`src/rtl/axi_lite_pkg.sv`:
```
// rtl/axi_lite_pkg.sv - AXI-Lite response codes and bus helpers; AXIL_REG_SLVERR_EN selects the out-of-range response
package axi_lite_pkg;

  typedef enum logic [1:0] {
    RESP_OKAY   = 2'b00,
    RESP_EXOKAY = 2'b01,
    RESP_SLVERR = 2'b10,
    RESP_DECERR = 2'b11
  } resp_t;

`ifdef AXIL_REG_SLVERR_EN
  localparam resp_t RESP_RANGE_ERR = RESP_SLVERR;
`else
  localparam resp_t RESP_RANGE_ERR = RESP_OKAY;
`endif

  function automatic int strb_width(input int data_width);
    return data_width / 8;
  endfunction

endpackage

```
`src/rtl/axi_lite_reg_slave_if.sv`:
```
// rtl/axi_lite_reg_slave_if.sv - AXI4-Lite bus bundle with master/slave views
interface axi_lite_reg_slave_if
  import axi_lite_pkg::*;
#(
  parameter int ADDR_WIDTH = 32,
  parameter int DATA_WIDTH = 32
) ();

  logic [ADDR_WIDTH-1:0]                 AWADDR;
  logic [2:0]                            AWPROT;
  logic                                  AWVALID;
  logic                                  AWREADY;
  logic [DATA_WIDTH-1:0]                 WDATA;
  logic [strb_width(DATA_WIDTH)-1:0]     WSTRB;
  logic                                  WVALID;
  logic                                  WREADY;
  logic [1:0]                            BRESP;
  logic                                  BVALID;
  logic                                  BREADY;
  logic [ADDR_WIDTH-1:0]                 ARADDR;
  logic                                  ARVALID;
  logic                                  ARREADY;
  logic [DATA_WIDTH-1:0]                 RDATA;
  logic [1:0]                            RRESP;
  logic                                  RVALID;
  logic                                  RREADY;

  modport master (
    output AWADDR, AWPROT, AWVALID, WDATA, WSTRB, WVALID, BREADY, ARADDR, ARVALID, RREADY,
    input  AWREADY, WREADY, BRESP, BVALID, ARREADY, RDATA, RRESP, RVALID
  );

  modport slave (
    input  AWADDR, AWPROT, AWVALID, WDATA, WSTRB, WVALID, BREADY, ARADDR, ARVALID, RREADY,
    output AWREADY, WREADY, BRESP, BVALID, ARREADY, RDATA, RRESP, RVALID
  );

endinterface

```
`src/rtl/axil_reg_wr_chan.sv`:
```
// rtl/axil_reg_wr_chan.sv - AW/W holding slots, commit strobe and B response register
module axil_reg_wr_chan
  import axi_lite_pkg::*;
#(
  parameter int  ADDR_WIDTH = 32,
  parameter int  DATA_WIDTH = 32,
  localparam int STRB_W     = strb_width(DATA_WIDTH)
) (
  input  logic                  ACLK,
  input  logic                  ARESETn,
  input  logic                  init_done,
  input  logic [ADDR_WIDTH-1:0] awaddr,
  input  logic                  awvalid,
  output logic                  awready,
  input  logic [DATA_WIDTH-1:0] wdata,
  input  logic [STRB_W-1:0]     wstrb,
  input  logic                  wvalid,
  output logic                  wready,
  output logic                  bvalid,
  output resp_t                 bresp,
  input  logic                  bready,
  input  logic                  addr_ok,
  output logic                  commit,
  output logic [ADDR_WIDTH-1:0] commit_addr,
  output logic [DATA_WIDTH-1:0] commit_data,
  output logic [STRB_W-1:0]     commit_strb
);

  logic aw_full;
  logic w_full;

  assign awready = init_done & ~aw_full & ~bvalid;
  assign wready  = init_done & ~w_full & ~bvalid;
  // Both slots are filled only while no response is pending, so a commit never meets a live BVALID.
  assign commit  = aw_full & w_full;

  always_ff @(posedge ACLK or negedge ARESETn) begin
    if (!ARESETn) begin
      aw_full     <= 1'b0;
      w_full      <= 1'b0;
      commit_addr <= '0;
      commit_data <= '0;
      commit_strb <= '0;
      bvalid      <= 1'b0;
      bresp       <= RESP_OKAY;
    end else if (commit) begin
      aw_full <= 1'b0;
      w_full  <= 1'b0;
      bvalid  <= 1'b1;
      bresp   <= addr_ok ? RESP_OKAY : RESP_RANGE_ERR;
    end else begin
      if (awvalid && awready) begin
        aw_full     <= 1'b1;
        commit_addr <= awaddr;
      end
      if (wvalid && wready) begin
        w_full      <= 1'b1;
        commit_data <= wdata;
        commit_strb <= wstrb;
      end
      if (bvalid && bready) begin
        bvalid <= 1'b0;
      end
    end
  end

endmodule

```
`src/rtl/axi_lite_reg_slave.sv`:
```
// rtl/axi_lite_reg_slave.sv - AXI4-Lite register bank slave; define AXIL_REG_SLVERR_EN for SLVERR on out-of-range
module axi_lite_reg_slave
  import axi_lite_pkg::*;
#(
  parameter int DATA_WIDTH = 32,
  parameter int ADDR_WIDTH = 32,
  parameter int NUM_REGS   = 8
) (
  input  logic                           ACLK,
  input  logic                           ARESETn,
  axi_lite_reg_slave_if.slave            bus,
  output logic [NUM_REGS*DATA_WIDTH-1:0] regs_o,
  output logic [NUM_REGS-1:0]            wr_pulse_o
);

  localparam int STRB_W = strb_width(DATA_WIDTH);
  localparam int OFS_W  = $clog2(STRB_W);
  localparam int IDX_W  = (NUM_REGS > 1) ? $clog2(NUM_REGS) : 1;
  // One bit wider than the bus so a span reaching the top of the address space still compares correctly.
  localparam logic [ADDR_WIDTH:0] SPAN = (ADDR_WIDTH+1)'(NUM_REGS * STRB_W);

  function automatic logic in_range(input logic [ADDR_WIDTH-1:0] addr);
    return {1'b0, addr} < SPAN;
  endfunction

  function automatic logic [IDX_W-1:0] reg_index(input logic [ADDR_WIDTH-1:0] addr);
    return IDX_W'(addr >> OFS_W);
  endfunction

  logic [NUM_REGS-1:0][DATA_WIDTH-1:0] regs;
  logic                                init_done;
  logic                                commit;
  logic [ADDR_WIDTH-1:0]               c_addr;
  logic [DATA_WIDTH-1:0]               c_data;
  logic [STRB_W-1:0]                   c_strb;
  logic                                wr_ok;
  logic [IDX_W-1:0]                    widx;
  resp_t                               b_resp;
  logic                                unused_prot;

  assign regs_o      = regs;
  assign wr_ok       = in_range(c_addr);
  assign widx        = reg_index(c_addr);
  assign bus.BRESP   = b_resp;
  assign bus.ARREADY = init_done & ~bus.RVALID;
  assign unused_prot = ^bus.AWPROT;

  always_ff @(posedge ACLK or negedge ARESETn) begin
    if (!ARESETn) init_done <= 1'b0;
    else          init_done <= 1'b1;
  end

  axil_reg_wr_chan #(
    .ADDR_WIDTH (ADDR_WIDTH),
    .DATA_WIDTH (DATA_WIDTH)
  ) u_wr_chan (
    .ACLK        (ACLK),
    .ARESETn     (ARESETn),
    .init_done   (init_done),
    .awaddr      (bus.AWADDR),
    .awvalid     (bus.AWVALID),
    .awready     (bus.AWREADY),
    .wdata       (bus.WDATA),
    .wstrb       (bus.WSTRB),
    .wvalid      (bus.WVALID),
    .wready      (bus.WREADY),
    .bvalid      (bus.BVALID),
    .bresp       (b_resp),
    .bready      (bus.BREADY),
    .addr_ok     (wr_ok),
    .commit      (commit),
    .commit_addr (c_addr),
    .commit_data (c_data),
    .commit_strb (c_strb)
  );

  always_ff @(posedge ACLK or negedge ARESETn) begin
    if (!ARESETn) begin
      regs       <= '0;
      wr_pulse_o <= '0;
    end else begin
      wr_pulse_o <= '0;
      if (commit && wr_ok) begin
        for (int b = 0; b < STRB_W; b++) begin
          if (c_strb[b]) regs[widx][8*b +: 8] <= c_data[8*b +: 8];
        end
        wr_pulse_o[widx] <= 1'b1;
      end
    end
  end

  // Captures pre-commit contents when a read and a write commit share an edge.
  always_ff @(posedge ACLK or negedge ARESETn) begin
    if (!ARESETn) begin
      bus.RVALID <= 1'b0;
      bus.RDATA  <= '0;
      bus.RRESP  <= RESP_OKAY;
    end else if (bus.ARVALID && bus.ARREADY) begin
      bus.RVALID <= 1'b1;
      if (in_range(bus.ARADDR)) begin
        bus.RDATA <= regs[reg_index(bus.ARADDR)];
        bus.RRESP <= RESP_OKAY;
      end else begin
        bus.RDATA <= '0;
        bus.RRESP <= RESP_RANGE_ERR;
      end
    end else if (bus.RVALID && bus.RREADY) begin
      bus.RVALID <= 1'b0;
    end
  end

endmodule

```
`src/flat_wrapper.sv`:
```
// flat-port wrapper written by rule: the top's interface ports become plain ports
module axi_lite_reg_slave_flat import axi_lite_pkg::*;
#(
  parameter int DATA_WIDTH = 32,
  parameter int ADDR_WIDTH = 32,
  parameter int NUM_REGS   = 8
)
  (ACLK, ARESETn, regs_o, wr_pulse_o, bus_AWADDR, bus_AWPROT, bus_AWVALID, bus_WDATA, bus_WSTRB, bus_WVALID, bus_BREADY, bus_ARADDR, bus_ARVALID, bus_RREADY, bus_AWREADY, bus_WREADY, bus_BRESP, bus_BVALID, bus_ARREADY, bus_RDATA, bus_RRESP, bus_RVALID);
  axi_lite_reg_slave_if #(.ADDR_WIDTH(ADDR_WIDTH), .DATA_WIDTH(DATA_WIDTH)) bus_i ();
  input  logic ACLK;
  input  logic ARESETn;
  output logic [NUM_REGS*DATA_WIDTH-1:0] regs_o;
  output logic [NUM_REGS-1:0] wr_pulse_o;
  input wire logic [$bits(bus_i.AWADDR)-1:0] bus_AWADDR;
  input wire logic [$bits(bus_i.AWPROT)-1:0] bus_AWPROT;
  input wire logic [$bits(bus_i.AWVALID)-1:0] bus_AWVALID;
  input wire logic [$bits(bus_i.WDATA)-1:0] bus_WDATA;
  input wire logic [$bits(bus_i.WSTRB)-1:0] bus_WSTRB;
  input wire logic [$bits(bus_i.WVALID)-1:0] bus_WVALID;
  input wire logic [$bits(bus_i.BREADY)-1:0] bus_BREADY;
  input wire logic [$bits(bus_i.ARADDR)-1:0] bus_ARADDR;
  input wire logic [$bits(bus_i.ARVALID)-1:0] bus_ARVALID;
  input wire logic [$bits(bus_i.RREADY)-1:0] bus_RREADY;
  output wire logic [$bits(bus_i.AWREADY)-1:0] bus_AWREADY;
  output wire logic [$bits(bus_i.WREADY)-1:0] bus_WREADY;
  output wire logic [$bits(bus_i.BRESP)-1:0] bus_BRESP;
  output wire logic [$bits(bus_i.BVALID)-1:0] bus_BVALID;
  output wire logic [$bits(bus_i.ARREADY)-1:0] bus_ARREADY;
  output wire logic [$bits(bus_i.RDATA)-1:0] bus_RDATA;
  output wire logic [$bits(bus_i.RRESP)-1:0] bus_RRESP;
  output wire logic [$bits(bus_i.RVALID)-1:0] bus_RVALID;
  assign bus_i.AWADDR = bus_AWADDR;
  assign bus_i.AWPROT = bus_AWPROT;
  assign bus_i.AWVALID = bus_AWVALID;
  assign bus_i.WDATA = bus_WDATA;
  assign bus_i.WSTRB = bus_WSTRB;
  assign bus_i.WVALID = bus_WVALID;
  assign bus_i.BREADY = bus_BREADY;
  assign bus_i.ARADDR = bus_ARADDR;
  assign bus_i.ARVALID = bus_ARVALID;
  assign bus_i.RREADY = bus_RREADY;
  assign bus_AWREADY = bus_i.AWREADY;
  assign bus_WREADY = bus_i.WREADY;
  assign bus_BRESP = bus_i.BRESP;
  assign bus_BVALID = bus_i.BVALID;
  assign bus_ARREADY = bus_i.ARREADY;
  assign bus_RDATA = bus_i.RDATA;
  assign bus_RRESP = bus_i.RRESP;
  assign bus_RVALID = bus_i.RVALID;
  axi_lite_reg_slave #(.DATA_WIDTH(DATA_WIDTH), .ADDR_WIDTH(ADDR_WIDTH), .NUM_REGS(NUM_REGS)) u_core (.ACLK(ACLK), .ARESETn(ARESETn), .bus(bus_i), .regs_o(regs_o), .wr_pulse_o(wr_pulse_o));
endmodule
```
`config.mk`:
```
export PLATFORM = sky130hd
export DESIGN_NAME = axi_lite_reg_slave_flat
export DESIGN_NICKNAME = d
export VERILOG_FILES = /design/src/rtl/axi_lite_pkg.sv /design/src/rtl/axi_lite_reg_slave_if.sv /design/src/rtl/axil_reg_wr_chan.sv /design/src/rtl/axi_lite_reg_slave.sv /design/src/flat_wrapper.sv
export SDC_FILE = /design/constraint.sdc
export NUM_CORES = 1
export LEC_CHECK = 0
export CAP_MARGIN = 20
export CELL_PAD_IN_SITES_DETAIL_PLACEMENT = 2
export CELL_PAD_IN_SITES_GLOBAL_PLACEMENT = 2
export CORE_AREA = 4 4 224 226
export DETAILED_ROUTE_END_ITERATION = 8
export DIE_AREA = 0 0 228 230
export GPL_ROUTABILITY_DRIVEN = 1
export HOLD_SLACK_MARGIN = 0.03
export PLACE_DENSITY = 0.89
export SKIP_LAST_GASP = 1
export SLEW_MARGIN = 10
export SYNTH_ARGS = -nofsm -noshare
export SYNTH_HDL_FRONTEND = slang
export SYNTH_SLANG_ARGS = --single-unit
```
`constraint.sdc`:
```
create_clock -name ACLK -period 2.5 [get_ports ACLK]
set_input_delay 0.5 -clock ACLK [delete_from_list [all_inputs] [get_ports ACLK]]
set_output_delay 0.5 -clock ACLK [all_outputs]
set_load 0.01 [all_outputs]
```
==> impl_metrics.yaml <==
floorplanning:
  die-area_sq_um: 52400
  coreArea_sq_um: 48300
  ios: 415
  rows: 81
  fp.dieH_microns: 230
  start_util_pct: 33.7
  die_w_microns: 228
clocking:
  clock-root-buffer: "clkbuf_16"
  clk_latency_ns: 0.55
  htreeDepth: 2
  numCtsBuffers: 43
  cts_tree: "built"
  path_clk_slew_ns: 0.06
  clock_sinks: 367
  cts_buffer_depth: 3
layout:
  layoutNonFillerInstCount: 2141
  nNetsFinal: 1595
  fillCellCount: 4423
  synthToLayoutAreaGrowth_pct: 44.2
  multi_input_area_sq_um: 6880
  layout-drive-gt1-share_pct: 38.2
  post-route-util_pct: 48.5
  register_area_sq_um: 9190
grt:
  gr-total-overflow: 0
  grt_usage_pct: 24.1
  grt_pass1_wl_mm: 95.3
  grt_max_degree: 62
  grt_pass1_vias: 13300
  antenna_found_initial: 3
timing:
  period_needed_ns: 2.47
  hold_viol: 0
  drv_slew: 0
  holdWs_ns: 0.486
  tightest_slew_ns: 0.643
  fin_crit_sh_pct: 98.8
  skew_ns: 0.0166
  relSlewSlack_pct: 57.2
  fmax_mhz: 405
  setup_viol: 0
  rsz0062_at_grt: "true"
critical_path:
  worst_setup_path_end_kind: "primary output"
  start_kind: "register"
  arrival_ns: 1.97
  crit_fanout: 3
  critPathRequiredTime_ns: 2.00
  timing.rr.start: "u_core.u_wr_chan.commit_addr[12]"
  crit_type: "register to primary output"
  crit_start: "u_core.u_wr_chan.bvalid"
synthesis:
  yosysTopAreaCell: "dfrtp_1"
  ys_seq_area_share_pct: 56.4
  muxShareOfSynthArea_pct: 33.7
  synth-xor-area-share_pct: 0
  ys.warnings.count: 0
  synthFlopType: "dfrtp_1"
  synth_area_sq_um: 16300
  synth_simple_gate_area_share_pct: 7.14
  synth_edf_count: 0
  synthCells: 995
  synth_top_family_by_area: "multiplexers"
  yosysUniqueCellTypes: 32
  synth_compound_area_share_pct: 1.14
  netlist.area_leader.share_pct: 56.4
  synthAdderAreaFrac_pct: 0
  syn_area_per_cell_sq_um: 16.4
  async_reset_ff_share_pct: 100
  ys_ff_latch: 367
  synthTopCellsByArea: "dfrtp_1 (56%), mux2_2 (20%), mux4_2 (8.9%)"
routing:
  drtPass1Iterations: 4
  drt_wl_total_mm: 64.6
  drt_iter0_markers: 505
  routedWlPerCell_microns: 30.2
  routed-via-count: 11200
  drtAntennaViolNets: 0
  via_per_inst: 5.22
  drc: 0
pwr:
  ir_drop_mv: 0.547
  p_leak_nw: 10.4
  power.density_nw_per_um2: 693
run_status:
  status: "complete, no violations"
hold_path:
  hp-class: "primary input to async pin"
place:
  routabilityCongestion: 0.808
  dp_hpwl_mm: 44.4
  numPlacedInstances: 2056
  portBuffers: 403
run:
  max_cap_violations: 0
-- cell usage in the layout (no fill, tap or decap), drive strengths merged --
cell | Yosys | layout
a21o | 1 | 1
and2 | 5 | 5
buf | 26 | 87
bufinv | 0 | 3
clkbuf | 21 | 66
clkdlybuf4s50 | 0 | 399
clkinv | 0 | 9
clkinvlp | 0 | 1
conb | 2 | 5
dfrtp | 367 | 367
diode | 0 | 2
dlygate4sd3 | 0 | 1
inv | 4 | 4
mux2 | 322 | 322
mux2i | 32 | 32
mux4 | 64 | 64
nand2 | 45 | 45
nand2b | 3 | 3
nand3 | 1 | 1
nand4 | 3 | 3
nor2 | 6 | 6
nor2b | 1 | 1
nor3 | 2 | 2
nor4 | 46 | 46
o21ai | 34 | 34
o21bai | 1 | 1
or2 | 1 | 1
or3 | 5 | 5
or4 | 3 | 3
-- critical path, cell delays in order (launching register included) --
cell and delay [ns]:
dfrtp_1 0.42, nand2b_1 0.19, nor2_1 0.22, clkdlybuf4s50_1 0.59
-- stage by stage --
stage / setup TNS (ns) / setup slack (ns) / instance area [sq um] / power (mW)
after global placement: -8.90 / -0.292 / 21900 / 9.62
final: 0 / 0.0296 / 23500 / 16.3
after CTS: 0 / 0.00212 / 23400 / 16.4
after global routing: -0.0920 / -0.0506 / 23500 / 16.9
after detailed placement: -9.80 / -0.391 / 21900 / 9.90
after floorplan: 0 / 0.324 / 16300 / 8.56
-- per-layer routing --
layer	GRT usage [%]	vias to the layer above	routed length [microns]	part of all wire (%)
li1	-	4715	-	-
met1	28.3	6004	25300	39
met2	43.5	357	33900	52
met3	5.87	101	3500	5.4
met4	7.56	4	1880	2.9
met5	0	-	27	0.042
-- power by group --
part | switching, mW | internal, mW | leakage (nW) | total (mW)
clock | 2.56 | 3.78 | 0.691 | 6.34
sequential | 1.05 | 6.51 | 4.98 | 7.56
combinational | 1.34 | 1.02 | 4.77 | 2.36
-- state kept, by name (all words and copies together), names as in the netlist --
register,cells
u_core.bus.RVALID,1
u_core.bus.RDATA,32
u_core.u_wr_chan.commit_addr,30
u_core.u_wr_chan.bvalid,1
u_core.regs_o,256
u_core.u_wr_chan.commit_data,32
u_core.wr_pulse_o,8
u_core.u_wr_chan.commit_strb,4
u_core.init_done,1
u_core.u_wr_chan.aw_full,1
u_core.u_wr_chan.w_full,1
-- what timing repair did --
| item | 4_1_cts | 5_1_grt |
|---|---|---|
| buffers inserted | 1 | 1 |
| hold buffers | 1 | 0 |
| cloned | 1 | 2 |
| hold endpoints to repair | 53 | 0 |
| gates resized for setup | 3 | 11 |
| setup endpoints to repair | 258 | 259 |
| pin swaps | 1 | 19 |
-- synth_stat cells (6+ instances only) --
cell type / count
mux4_2: 64
nor4_4: 34
nand2_1: 45
mux2i_1: 32
dfrtp_1: 367
o21ai_0: 34
nor4_1: 11
buf_1: 7
clkbuf_1: 21
mux2_2: 295
buf_2: 10
nor2_1: 6
mux2_4: 24
-- logic make-up (layout without fill, tap and decap cells) --
group,count (synthesis),after routing
mux,418,418
compound gates,36,36
simple gates,121,121
other cells,2,7
flops,367,367
buf+inv,51,570
-- path summary, 6_finish.rpt --
| check | end | slack (ns) | cells past startpoint |
|---|---|---|---|
| setup reg to reg | u_core.regs_o[255] | 0.09 | 8 |
| hold reg to reg | u_core.bus.RDATA[11] | 0.49 | 2 |
| max in group asynchronous | u_core.regs_o[80] | 1.14 | 4 |
| min in group ACLK | u_core.bus.RDATA[11] | 0.49 | 2 |
| setup / recovery | bus_AWREADY | 0.03 | 3 |
| hold / removal | u_core.regs_o[139] | 0.49 | 2 |
-- layout make-up --
type / instances / share of cell area (%)
Sequential cell: 367 / 39.2
Multi-Input combinational cell: 580 / 29.3
Timing Repair Buffer: 489 / 22.2
Clock buffer: 64 / 5.36
Tap cell: 622 / 3.32
Clock inverter: 13 / 0.608
Inverter: 4 / 0.0640
Antenna cell: 2 / 0.0213
(Power assumes the default switching activity.)
